<file path="config.mk">
export PLATFORM = sky130hd
export DESIGN_NAME = cpu_registers
export DESIGN_NICKNAME = d
export VERILOG_FILES = /design/src/rtl/cpu_pkg.sv /design/src/rtl/regfile_read_port.sv /design/src/rtl/cpu_registers.sv
export SDC_FILE = /design/constraint.sdc
export NUM_CORES = 1
export LEC_CHECK = 0
export ABC_AREA = 0
export CAP_MARGIN = 30
export CORE_UTILIZATION = 44
export DETAILED_ROUTE_END_ITERATION = 6
export GPL_TIMING_DRIVEN = 0
export SKIP_LAST_GASP = 1
export SYNTH_ARGS = -nofsm -noshare
export SYNTH_HDL_FRONTEND = slang
export SYNTH_SLANG_ARGS = --single-unit
export TNS_END_PERCENT = 30
</file>
<file path="constraint.sdc">
create_clock -name clk -period 1.6 [get_ports clk]
set_input_delay 0.16 -clock clk [delete_from_list [all_inputs] [get_ports clk]]
set_output_delay 0.16 -clock clk [all_outputs]
set_load 0.02 [all_outputs]
</file>
<file path="src/rtl/cpu_pkg.sv">
// Shared CPU types and register-file size defaults.
// Imported by decode, writeback and the register file.
package cpu_pkg;

  localparam int DEF_DATA_WIDTH = 16;
  localparam int DEF_NUM_REGS   = 8;
  localparam int DEF_ADDR_WIDTH = $clog2(DEF_NUM_REGS);

  typedef logic [DEF_ADDR_WIDTH-1:0] reg_idx_t;

endpackage

</file>
<file path="src/rtl/regfile_read_port.sv">
// One combinational register-file read port.
// Ports: raddr, regs (flattened storage, entry 0 = 0), fwd_en/waddr/wdata
// for same-cycle write forwarding, rdata result.
module regfile_read_port #(
  parameter int DATA_WIDTH = 16,
  parameter int NUM_REGS   = 8,
  parameter int ADDR_WIDTH = 3,
  parameter bit BYPASS     = 1'b1
) (
  input  logic [ADDR_WIDTH-1:0]               raddr,
  input  logic [NUM_REGS-1:0][DATA_WIDTH-1:0] regs,
  input  logic                                fwd_en,
  input  logic [ADDR_WIDTH-1:0]               waddr,
  input  logic [DATA_WIDTH-1:0]               wdata,
  output logic [DATA_WIDTH-1:0]               rdata
);

  always_comb begin
    rdata = regs[raddr];
    if (raddr == '0) begin
      rdata = '0;
    end else if (BYPASS && fwd_en && (waddr == raddr)) begin
      rdata = wdata;
    end
  end

endmodule

</file>
<file path="src/rtl/cpu_registers.sv">
// General-purpose register file: r0 hardwired to zero, 2 read ports, 1 write.
// Ports: clk, rst_n, we/waddr/wdata, raddr_a/rdata_a, raddr_b/rdata_b,
// dbg_addr/dbg_data (stored value only, never forwarded).
module cpu_registers
  import cpu_pkg::*;
#(
  parameter int DATA_WIDTH = DEF_DATA_WIDTH,
  parameter int NUM_REGS   = DEF_NUM_REGS,
  parameter int ADDR_WIDTH = $clog2(NUM_REGS),
  parameter bit BYPASS     = 1'b1
) (
  input  logic                  clk,
  input  logic                  rst_n,
  input  logic                  we,
  input  logic [ADDR_WIDTH-1:0] waddr,
  input  logic [DATA_WIDTH-1:0] wdata,
  input  logic [ADDR_WIDTH-1:0] raddr_a,
  output logic [DATA_WIDTH-1:0] rdata_a,
  input  logic [ADDR_WIDTH-1:0] raddr_b,
  output logic [DATA_WIDTH-1:0] rdata_b,
  input  logic [ADDR_WIDTH-1:0] dbg_addr,
  output logic [DATA_WIDTH-1:0] dbg_data
);

  logic [DATA_WIDTH-1:0] mem [1:NUM_REGS-1];
  logic [NUM_REGS-1:0][DATA_WIDTH-1:0] regs;
  logic fwd_en;

  always_ff @(posedge clk or negedge rst_n) begin
    if (!rst_n) begin
      for (int i = 1; i < NUM_REGS; i++) begin
        mem[i] <= '0;
      end
    end else if (we && (waddr != '0)) begin
      mem[waddr] <= wdata;
    end
  end

  always_comb begin
    regs[0] = '0;
    for (int i = 1; i < NUM_REGS; i++) begin
      regs[i] = mem[i];
    end
  end

  // Forwarding is masked in reset so every port reads 0 while rst_n is low.
  assign fwd_en = we & rst_n;

  regfile_read_port #(
    .DATA_WIDTH (DATA_WIDTH),
    .NUM_REGS   (NUM_REGS),
    .ADDR_WIDTH (ADDR_WIDTH),
    .BYPASS     (BYPASS)
  ) u_port_a (
    .raddr  (raddr_a),
    .regs   (regs),
    .fwd_en (fwd_en),
    .waddr  (waddr),
    .wdata  (wdata),
    .rdata  (rdata_a)
  );

  regfile_read_port #(
    .DATA_WIDTH (DATA_WIDTH),
    .NUM_REGS   (NUM_REGS),
    .ADDR_WIDTH (ADDR_WIDTH),
    .BYPASS     (BYPASS)
  ) u_port_b (
    .raddr  (raddr_b),
    .regs   (regs),
    .fwd_en (fwd_en),
    .waddr  (waddr),
    .wdata  (wdata),
    .rdata  (rdata_b)
  );

  regfile_read_port #(
    .DATA_WIDTH (DATA_WIDTH),
    .NUM_REGS   (NUM_REGS),
    .ADDR_WIDTH (ADDR_WIDTH),
    .BYPASS     (1'b0)
  ) u_port_dbg (
    .raddr  (dbg_addr),
    .regs   (regs),
    .fwd_en (1'b0),
    .waddr  (waddr),
    .wdata  (wdata),
    .rdata  (dbg_data)
  );

endmodule

</file>
==> run_results.csv <==
group,metric,value,unit
sta,finalCritPeriodShare,1.249,
layout,syn2layout_area_growth,38.31,%
worst_hold_path,hold_path_class,"primary input to asynchronous set/reset pin",
place,post-place-ws,-1.830,ns
clocking,htree_levels,3,
floorplanning,die_h,131,um
routing,antenna_left,0,
clocking,cts_sinks,112,
layout,nNetsFinal,784,
worst_setup_path,worstPathRequired,1.44,ns
global_route,antenna_found_initial,0,
power,p_leak,0.004378,uW
flow_run,cap_viol_max_count,0,
sta,slew_viol_final,0,
clocking,clkTransAtPathRegs,0.08,ns
sta,period_needed,1.998,ns
logic_synthesis,yosysSeqAreaShare,0.3828,
sta,postLayoutSetupSlackWorst,-0.3984,ns
logic_synthesis,synthCells,604,
status,violations,"negative setup slack",
logic_synthesis,ys_ff_latch,112,
worst_setup_path,critPathKind,"register to output pin",
clocking,cts_tree,"yes",
routing,drc_errors,0,
routing,detail_route.first_pass.iterations,5,
worst_setup_path,crit_path_end_kind,"output pin",
worst_setup_path,crit_fanout,3,
floorplanning,coreArea,0.01606,sq mm
sta,relSlewSlack,0.4853,
floorplanning,die_area,0.01716,sq mm
global_route,grt.overflow.total,0,
layout,drive_above_1_share,0.6103,
power,power.density,1081,mW/mm^2
sta,finClkSkew,0,ns
sta,fmax,0.5004,GHz
layout,reg_top3,"mem: 112 flops",
routing,drt-total-wl,27700,um
worst_setup_path,crit_arrival,1.84,ns
sta,rsz0062_at_grt,"yes",
routing,vias,6427,
floorplanning,rows,46,
clocking,numCtsBuffers,9,
clocking,clockRootBuffer,"clkbuf_16",
logic_synthesis,ys_types,37,
layout,largest_reg_flops,112,
place,port_buffers,72,
clocking,cts.path.max_buffers,2,
routing,wl_per_cell,28.47,um
routing,drt_iter0_drc,491,
layout,finish.utilization,0.6307,
routing,via_per_inst,6.605,
global_route,grt_pass1_wl,40480,um
logic_synthesis,syn_area,0.007322,sq mm
status,status,"complete, but fails checks",
logic_synthesis,syn_nets,635,
place,place_congestion,0.8900,
sta,hold_violations,0,
global_route,grt_util_all_layers,0.3349,
global_route,grt_max_degree,45,
sta,setup_viol,118,
floorplanning,fp.dieW,131,um
clocking,clock_latency,0.36,ns
floorplanning,start_util,0.4560,
power,p_total,10950,uW
layout,regMostFlops,"mem",
global_route,grt_pass1_vias,6506,
power,ir_drop,608.7,uV
place,dpl.hpwl,16230,um
logic_synthesis,avgSynthCellArea,12.12,sq um
floorplanning,io_pins,79,
sta,worst_slew_pin_slew,0.7694,ns
layout,num_antenna_cells,0,
logic_synthesis,yosys_warnings,0,
worst_setup_path,cp-start-kind,"register",
-- metal layers --
| metal | share of wire | GRT usage | vias to the layer above |
|---|---|---|---|
| li1 | - | - | 2669 |
| met1 | 0.41 | 0.4394 | 3323 |
| met2 | 0.46 | 0.5201 | 347 |
| met3 | 0.073 | 0.07166 | 88 |
| met4 | 0.049 | 0.1785 | 0 |
| met5 | 0 | 0 | - |
-- layout make-up --
type / count / area (sq um)
inverters: 15 / 56.30
repair buffers: 139 / 1350
plain buffers: 58 / 496.7
fillers: 1260 / 5931
well taps: 216 / 270.3
clock buffers: 12 / 256.5
multi-input cells: 418 / 4828
clock inverters: 3 / 65.06
flip-flops and latches: 112 / 2804
-- what timing repair did --
action | 4_1_cts | 5_1_grt
gates resized for setup | 394 | 76
buffers inserted | 41 | 15
pin swaps | 49 | 24
endpoints found under the setup margin | 130 | 118
hold buffers | 4 | 0
cloned | 6 | 0
endpoints found under the hold margin | 35 | 0
-- placed cells by master, fill, tap and decap left out, drive strengths merged, types with 17 or more instances in the layout --
master	instances
dfrtp	112
a221oi	45
nand2	22
mux2i	48
clkdlybuf4s50	17
mux4	33
a21oi	17
mux2	144
clkbuf	33
buf	149
-- path summary, 6_finish.rpt --
| path | start | end | slack [ns] | cells past startpoint |
|---|---|---|---|---|
| min reg2reg | mem[23] | mem[23] | 0.56 | 1 |
| max in group asynchronous | rst_n | mem[80] | 0.57 | 2 |
| max | mem[14] | rdata_a[14] | -0.40 | 4 |
| max reg2reg | mem[96] | mem[96] | 0.55 | 3 |
| min | rst_n | mem[84] | 0.02 | 3 |
| min in group clk | waddr[1] | mem[100] | 0.28 | 3 |
-- power by group --
| part | internal [uW] | switching (uW) |
|---|---|---|
| clock | 1450 | 1080 |
| sequential | 3460 | 674 |
| combinational | 2370 | 1920 |
-- Yosys cell counts --
master / number / area (sq um)
o22ai_1: 16 / 100.1
a22o_1: 16 / 140.1
mux2i_1: 48 / 480.5
buf_2: 29 / 145.1
nand3_1: 2 / 10.01
clkbuf_1: 20 / 75.07
dfrtp_1: 112 / 2803
buf_4: 5 / 37.54
a21oi_1: 16 / 80.08
nand4b_1: 3 / 26.28
or2_2: 1 / 6.260
o32a_1: 1 / 10.01
mux2_2: 144 / 1622
and2_1: 1 / 6.260
nand2_1: 22 / 82.58
buf_6: 4 / 45.04
nor2b_1: 3 / 18.77
nor4_4: 1 / 21.27
nor4bb_1: 2 / 20.02
nand2b_1: 2 / 12.51
inv_1: 15 / 56.30
nor2_1: 16 / 60.06
a22oi_1: 1 / 7.510
nand4_1: 1 / 6.260
nor3_1: 15 / 75.07
xor2_1: 3 / 26.28
a211oi_1: 16 / 120.1
a211o_1: 1 / 8.760
buf_1: 1 / 3.750
or3b_1: 1 / 8.760
a221oi_1: 45 / 394.1
or4_1: 1 / 7.510
mux4_2: 33 / 743.2
xnor2_1: 3 / 26.28
nor3_2: 1 / 10.01
a21oi_4: 1 / 16.27
o21ai_0: 2 / 10.01
-- worst max-delay path: stages, from the launching register on --
cell,delay [ns]
dfrtp_1,0.39
mux4_2,0.48
mux2_4,0.28
a22o_1,0.20
buf_6,0.13
-- cell families (layout without fill, tap and decap cells) --
logic type | after synthesis | count (layout) | synth area share
AO/OA/AOI/OAI | 115 | 115 | 0.1212
buffers and inverters | 74 | 227 | 0.04955
AND/OR/NAND/NOR | 72 | 72 | 0.05076
multiplexers | 225 | 225 | 0.3886
XOR/XNOR | 6 | 6 | 0.007178
flip-flops | 112 | 112 | 0.3828
-- metrics by stage --
| stage | hold WS (ns) | instances | area, sq um | setup TNS [ns] |
|---|---|---|---|---|
| floorplan | -0.1356 | 604 | 7376 | -0.3817 |
| detailed placement | 0.04749 | 893 | 8396 | -131.38 |
| CTS | 0.0007815 | 958 | 9746 | -16.35 |
| global placement | 0.5291 | 892 | 8367 | -718.53 |
| finish | 0.02005 | 973 | 10130 | -18.77 |
| global route | 0.01260 | 973 | 10130 | -21.73 |
(Power assumes the default switching activity.)
